==> config.mk <==
export PLATFORM = sky130hd
export DESIGN_NAME = sync_fifo_param
export DESIGN_NICKNAME = d
export VERILOG_FILES = /design/src/rtl/fifo_pkg.sv /design/src/rtl/fifo_ram.sv /design/src/rtl/sync_fifo_param.sv
export SDC_FILE = /design/constraint.sdc
export NUM_CORES = 1
export LEC_CHECK = 0
export CORE_MARGIN = 8
export CORE_UTILIZATION = 53
export CTS_CLUSTER_SIZE = 16
export DETAILED_ROUTE_END_ITERATION = 10
export GPL_TIMING_DRIVEN = 0
export HOLD_SLACK_MARGIN = 0.06
export MAX_ROUTING_LAYER = met4
export PLACE_DENSITY = 0.7
export SETUP_SLACK_MARGIN = 0.4
export SYNTH_ARGS = -nofsm -noshare
export SYNTH_HDL_FRONTEND = slang
export SYNTH_SLANG_ARGS = --single-unit
==> constraint.sdc <==
create_clock -name clk -period 4.95 [get_ports clk]
set_clock_uncertainty 0.15 [all_clocks]
set_input_delay 0.99 -clock clk [delete_from_list [all_inputs] [get_ports clk]]
set_output_delay 0.99 -clock clk [all_outputs]
set_load 0.1 [all_outputs]
==> src/rtl/fifo_pkg.sv <==
// fifo_pkg: default geometry and threshold constants for sync_fifo_param
package fifo_pkg;
  localparam int DATA_W = 8;
  localparam int ADDR_W = 5;
  localparam int AF_LEVEL = 28;
  localparam int AE_LEVEL = 4;
endpackage

==> src/rtl/fifo_ram.sv <==
// fifo_ram: unreset DEPTH x DATA_W storage, one sync write port and one sync read port
module fifo_ram #(
  parameter int DATA_W = fifo_pkg::DATA_W,
  parameter int ADDR_W = fifo_pkg::ADDR_W
)(
  input  logic              clk,
  input  logic              we,
  input  logic [ADDR_W-1:0] waddr,
  input  logic [DATA_W-1:0] wdata,
  input  logic              re,
  input  logic [ADDR_W-1:0] raddr,
  output logic [DATA_W-1:0] q
);
  logic [DATA_W-1:0] mem [2**ADDR_W];
  always_ff @(posedge clk) begin
    if (we) mem[waddr] <= wdata;
    if (re) q <= mem[raddr];
  end
endmodule

==> src/rtl/sync_fifo_param.sv <==
// sync_fifo_param: single-clock FIFO with wrap-bit pointers, registered read data and sticky-free status
module sync_fifo_param #(
  parameter int DATA_W = fifo_pkg::DATA_W,
  parameter int ADDR_W = fifo_pkg::ADDR_W,
  parameter int AF_LEVEL = fifo_pkg::AF_LEVEL,
  parameter int AE_LEVEL = fifo_pkg::AE_LEVEL
)(
  input  logic              clk,
  input  logic              rstn,
  input  logic              wr_en,
  input  logic [DATA_W-1:0] wr_data,
  input  logic              rd_en,
  output logic [DATA_W-1:0] rd_data,
  output logic              rd_valid,
  output logic              full,
  output logic              empty,
  output logic              almost_full,
  output logic              almost_empty,
  output logic [ADDR_W:0]   count,
  output logic              overflow,
  output logic              underflow
);
  localparam int DEPTH = 2**ADDR_W;
  if (AF_LEVEL < 1 || AF_LEVEL > DEPTH) begin : g_af_range
    $error("sync_fifo_param: AF_LEVEL out of range 1..DEPTH");
  end
  if (AE_LEVEL < 0 || AE_LEVEL > DEPTH - 1) begin : g_ae_range
    $error("sync_fifo_param: AE_LEVEL out of range 0..DEPTH-1");
  end
  logic [ADDR_W:0] wr_ptr, rd_ptr;
  logic [DATA_W-1:0] q;
  logic primed, wr_ok, rd_ok;
  assign wr_ok = rstn && wr_en && !full;
  assign rd_ok = rstn && rd_en && !empty;
  assign count = wr_ptr - rd_ptr;
  assign empty = wr_ptr == rd_ptr;
  assign full = (wr_ptr[ADDR_W] != rd_ptr[ADDR_W]) && (wr_ptr[ADDR_W-1:0] == rd_ptr[ADDR_W-1:0]);
  assign almost_full = count >= AF_LEVEL[ADDR_W:0];
  assign almost_empty = count <= AE_LEVEL[ADDR_W:0];
  // RAM output register has no reset, so mask it until the first read after reset
  assign rd_data = primed ? q : '0;
  fifo_ram #(.DATA_W(DATA_W), .ADDR_W(ADDR_W)) u_ram (
    .clk(clk),
    .we(wr_ok),
    .waddr(wr_ptr[ADDR_W-1:0]),
    .wdata(wr_data),
    .re(rd_ok),
    .raddr(rd_ptr[ADDR_W-1:0]),
    .q(q)
  );
  always_ff @(posedge clk) begin
    if (!rstn) begin
      wr_ptr <= '0;
      rd_ptr <= '0;
      rd_valid <= 1'b0;
      overflow <= 1'b0;
      underflow <= 1'b0;
      primed <= 1'b0;
    end else begin
      wr_ptr <= wr_ptr + {{ADDR_W{1'b0}}, wr_ok};
      rd_ptr <= rd_ptr + {{ADDR_W{1'b0}}, rd_ok};
      rd_valid <= rd_ok;
      overflow <= wr_en && full;
      underflow <= rd_en && empty;
      primed <= primed || rd_ok;
    end
  end
endmodule
Word level (Yosys, flattened, before mapping). Memories as Yosys holds them, arrays and structs flattened. A register that Yosys moved wholly into a read port is not among the register bits. Cells that the tools add are included.

Register bits: 16. Memory bits (writable): 256. Input port bits: 12. Logic and storage cells: 28. Memories: 1.

Add/subtract/negate cells: 3. Order comparisons: 2. Equal/unequal tests: 3. Mux-type cells: 3. Reductions and logical operators: 10.

Memory list: u_ram.mem (depth 32, bits a word 8, rd ports 1, clocked after Yosys merged registers in 1, write ports 1, RTL line fifo_ram.sv:14) `logic [DATA_W-1:0] mem [2**ADDR_W];`.

Operator list (count): $add 6x1->6 (2); $mux 8 (1); $logic_and 1x1->1 (7); $eq 6x6->1 (1); $ge 6x5->1 const B (1); $le 6x3->1 const B (1); $sub 6x6->6 (1); $eq 5x5->1 (1); $logic_not 1->1 (2); $mux 1 (2); $logic_or 1x1->1 (1); $ne 1x1->1 (1).

Longest topological paths before layout.
Word-level depth: 6. Gate-level depth with buffers: 12.

Modules after synthesis. Synthesis repeated with hierarchy kept, for this count alone.

Cells, all modules: 521. Area total of the unflattened synthesis: 11076.9 um2.

By module, submodules not included: fifo_ram (instances 1, cells an instance 417, area an instance 10133.5 um2, seq. area each 7927.6 um2); sync_fifo_param (instances 1, cells an instance 104, area an instance 943.4 um2, seq. area each 320.3 um2).

Least setup slack after synthesis. OpenSTA, ideal clock, no wires.

Path type: flip-flop to output port. Start point: register wr_ptr[0]. End point: output almost_empty. Arrival time: 4078 ps. Required time: 3810 ps. Setup slack: -268 ps. Cell stages (with the launch flop): 9. Path buffers: 0. Path through: dfxtp_1 inv_1 ha_1 fa_1 inv_1 a21o_1 a21oi_1 xnor2_1 a2111oi_2.

Word-level cells in the longest chain between the ends: 2.

Ends and longest elaborated chain: start: declaration (RTL line sync_fifo_param.sv:30) `logic [ADDR_W:0] wr_ptr, rd_ptr;`; start signal: assignment (RTL line sync_fifo_param.sv:60) `wr_ptr <= wr_ptr + {{ADDR_W{1'b0}}, wr_ok};`; $sub 6x6->6 (RTL line sync_fifo_param.sv:35) `assign count = wr_ptr - rd_ptr;`; named net count[4] (RTL line sync_fifo_param.sv:19) `output logic [ADDR_W:0] count,`; $le 6x3->1 (RTL line sync_fifo_param.sv:39) `assign almost_empty = count <= AE_LEVEL[ADDR_W:0];`; end: declaration (RTL line sync_fifo_param.sv:18) `output logic almost_empty,`.

The timed path passes the listed nets, and every way through them passes these cells.

Final worst setup path.
Start point: register rd_ptr[1]. End point: output count[5].

Word-level cells in the longest chain between the ends: 1.

Ends and longest elaborated chain: start: declaration (RTL line sync_fifo_param.sv:30); start signal: assignment (RTL line sync_fifo_param.sv:61) `rd_ptr <= rd_ptr + {{ADDR_W{1'b0}}, rd_ok};`; $sub 6x6->6 (RTL line sync_fifo_param.sv:35); end: declaration (RTL line sync_fifo_param.sv:19).

Every way passes these cells.

==> impl_metrics.tcl <==
set metrics [dict create \
    grt_pass1_wl_mm 35.1 \
    area_growth_pct 14.1 \
    endpoint_kind "output pin" \
    p_leak_uw 0.00406 \
    syn-cell-area_sq_mm 0.0112 \
    drive_above_1_share 0.158 \
    insertion_delay_ns 0.52 \
    dp_hpwl_mm 15.3 \
    max_freq_ghz 0.226 \
    maxCapViolCount 0 \
    dieHeight_um 161 \
    crit_required_ns 3.81 \
    fin_cells 935 \
    grtUsageTotal 0.184 \
    critPathLaunchType "register" \
    ys_seq_area_frac 0.738 \
    dpl_cell_area_sq_mm 0.0119 \
    drc 0 \
    slew_viol_final 0 \
    root_buffer "clkbuf_16" \
    io_pins 33 \
    yosysUniqueCellTypes 42 \
    fin_hold_ws_ns 0.360 \
    floorplan.initialDensity 0.535 \
    cp.arrival_ns 3.28 \
    layout.area.seq_sq_mm 0.00825 \
    worst_pin_slew_ns 1.30 \
    rows 53 \
    die-width_um 161 \
    min_from "wr_ptr[5]$_SDFF_PN0_" \
    rr_startpoint "rd_ptr[4]$_SDFF_PN0_" \
    gp_congestion 0.840 \
    grt_pass1_vias 5676 \
    htree_num_levels 1 \
    layout_common_cells "edfxtp_1, nor2_1, mux2i_1" \
    viasPerCell 6.03 \
    clockBufferDepth 3 \
    p_per_area_mw_per_mm2 391 \
    path_cells "buf_2, inv_1, ha_1, nor2b_1, o31a_1, nor4_1, a311o_2, dlygate4sd2_1" \
    wirelength_mm 23.2 \
    synth_top_area_cell "edfxtp_1" \
    drt.antenna.violating_nets 0 \
    route.vias.total 5639 \
    slew_headroom 0.129 \
    critical_path.max_fanout 7 \
    drtPass1Iterations 5 \
    core_area_sq_mm 0.0209 \
    fin_nets 662 \
    slowest_stage "dlygate4sd2_1" \
    antenna_cells 0 \
    synth_area_leaders "edfxtp_1, mux4_2, mux4_1" \
    max_stage_delay_ns 0.87 \
    synth_nets 601 \
    clock-sinks 280 \
    status "finished clean" \
    grt_overflow 0 \
    synth-seq-cells 280 \
    synth_area_per_cell_sq_um 19.3 \
    grt_max_degree 33 \
    period_share 0.892 \
    die_area_sq_mm 0.0260 \
    rsz0062_at_grt "false" \
    synth_cells 579 \
    timing.final.crit_period_ns 4.42 \
    fillers 1468 \
    cts-hold-fix-buffers 0 \
    multi_input_area_sq_mm 0.00274 \
    layout_commonest_cell "edfxtp_1" \
    timing.setup.tns_ns 0 \
    wire_per_inst_um 24.8 \
    ys_warn_count 0 \
    final_area_sq_mm 0.0128 \
    worstSetupPathType "register to output pin" \
    port_buffers 32 \
    synth_top_area_share 0.709 \
    drt_iter0_drc 509 \
    max-vdd-ir-drop_mv 0.241 \
    placed_cells 886 \
    antenna_found_initial 0 \
    finalSetupViolations 0 \
    hold_viol_final 0 \
    startpoint "rd_ptr[1]$_SDFF_PN0_" \
    cts_made_buffers 27 \
    path_clk_slew_ns 0.07 \
    cts_tree "done" \
    hp-class "register to register" \
]
[final cells by class]
class | instances | area share
Timing Repair Buffer | 32 | 0.0239
Inverter | 10 | 0.00294
Tap cell | 275 | 0.0270
Sequential cell | 280 | 0.646
Clock buffer | 27 | 0.0530
Clock inverter | 22 | 0.0175
Buffer | 27 | 0.0149
Multi-Input combinational cell | 262 | 0.214
[logic make-up after synthesis]
family	count (synthesis)	share of synthesized area
XOR/XNOR	10	0.00784
buffers and inverters	37	0.0204
AND/OR/NAND/NOR	95	0.0434
multiplexers	80	0.135
adder cells (fa/ha/maj)	10	0.0119
AO/OA/AOI/OAI	67	0.0437
flip-flops	280	0.738
[state kept, by name (all words and copies together), names as in the netlist]
| signal | flops |
|---|---|
| overflow | 1 |
| primed | 1 |
| rd_ptr | 6 |
| rd_valid | 1 |
| u_ram.mem | 256 |
| u_ram.q | 8 |
| underflow | 1 |
| wr_ptr | 6 |
[metrics by stage]
step           total power, uW  setup slack (ns)  utilization
2_1_floorplan             2880             0.712            -
3_3_place_gp              2990             0.562        0.568
3_5_place_dp              2990             0.522        0.568
4_1_cts                   5020             0.263        0.611
5_1_grt                   5120             0.432        0.611
6_report                  4990             0.533        0.611
[timing repair]
action,CTS,global route
buffers inserted,0,0
cloned,0,0
setup endpoints to repair,6,2
endpoints found under the hold margin,0,0
resized for setup,6,4
[Yosys cell counts]
library cell / instances
nand2_1: 7
clkbuf_1: 8
nand3b_1: 3
clkinv_1: 1
nand3_1: 8
or3_1: 3
a22oi_1: 8
dfxtp_1: 16
fa_1: 1
xor2_1: 3
buf_6: 8
nor2_1: 43
and3_1: 1
ha_1: 9
mux2i_1: 30
a311o_1: 1
a21boi_0: 1
buf_12: 1
a2111oi_2: 1
nor3b_2: 1
edfxtp_1: 264
mux4_2: 28
a211oi_1: 7
xnor2_1: 7
a21oi_1: 19
buf_2: 10
o21ai_0: 3
o31a_1: 1
inv_1: 9
o221ai_1: 15
or3b_2: 1
a31o_2: 1
nor4_1: 1
nand3_2: 4
a21o_1: 1
mux4_1: 22
a22o_1: 7
o31ai_1: 1
nor2b_1: 3
nor3_1: 1
o21a_1: 1
and2_1: 19
[per-layer routing]
layer  part of all wire  up-vias  GRT usage
met2               0.51      186      0.307
met1               0.41     2926      0.233
met3              0.059       29     0.0318
li1                   -     2498          -
met4              0.018        0     0.0446
met5                  0        -          -
[final timing paths]
kind / slack [ns] / cells after the start / to
max: 0.53 / 8 / count[5]
min: 0.36 / 2 / wr_ptr[5]$_SDFF_PN0_
max reg2reg: 1.53 / 7 / u_ram.mem[4][7]$_DFFE_PP_
min reg2reg: 0.36 / 2 / wr_ptr[5]$_SDFF_PN0_
[critical path: cells and delay by family, from the launching register on]
| kind | cells | cell delay, ns |
|---|---|---|
| AOI/OAI and AO/OA | 2 | 0.49 |
| adders and majority gates | 1 | 0.31 |
| buffers and inverters | 3 | 1.21 |
| DFF | 1 | 0.40 |
| and+or+nand+nor | 2 | 0.34 |
[power breakdown]
part	switching [uW]	total, uW	internal [uW]	leakage (uW)
registers	6.44	2610	2600	0.00251
clock network	847	2050	1210	0.000427
logic	227	327	100	0.00113
total	1080	4990	3910	0.00406
(Power assumes the default switching activity.)
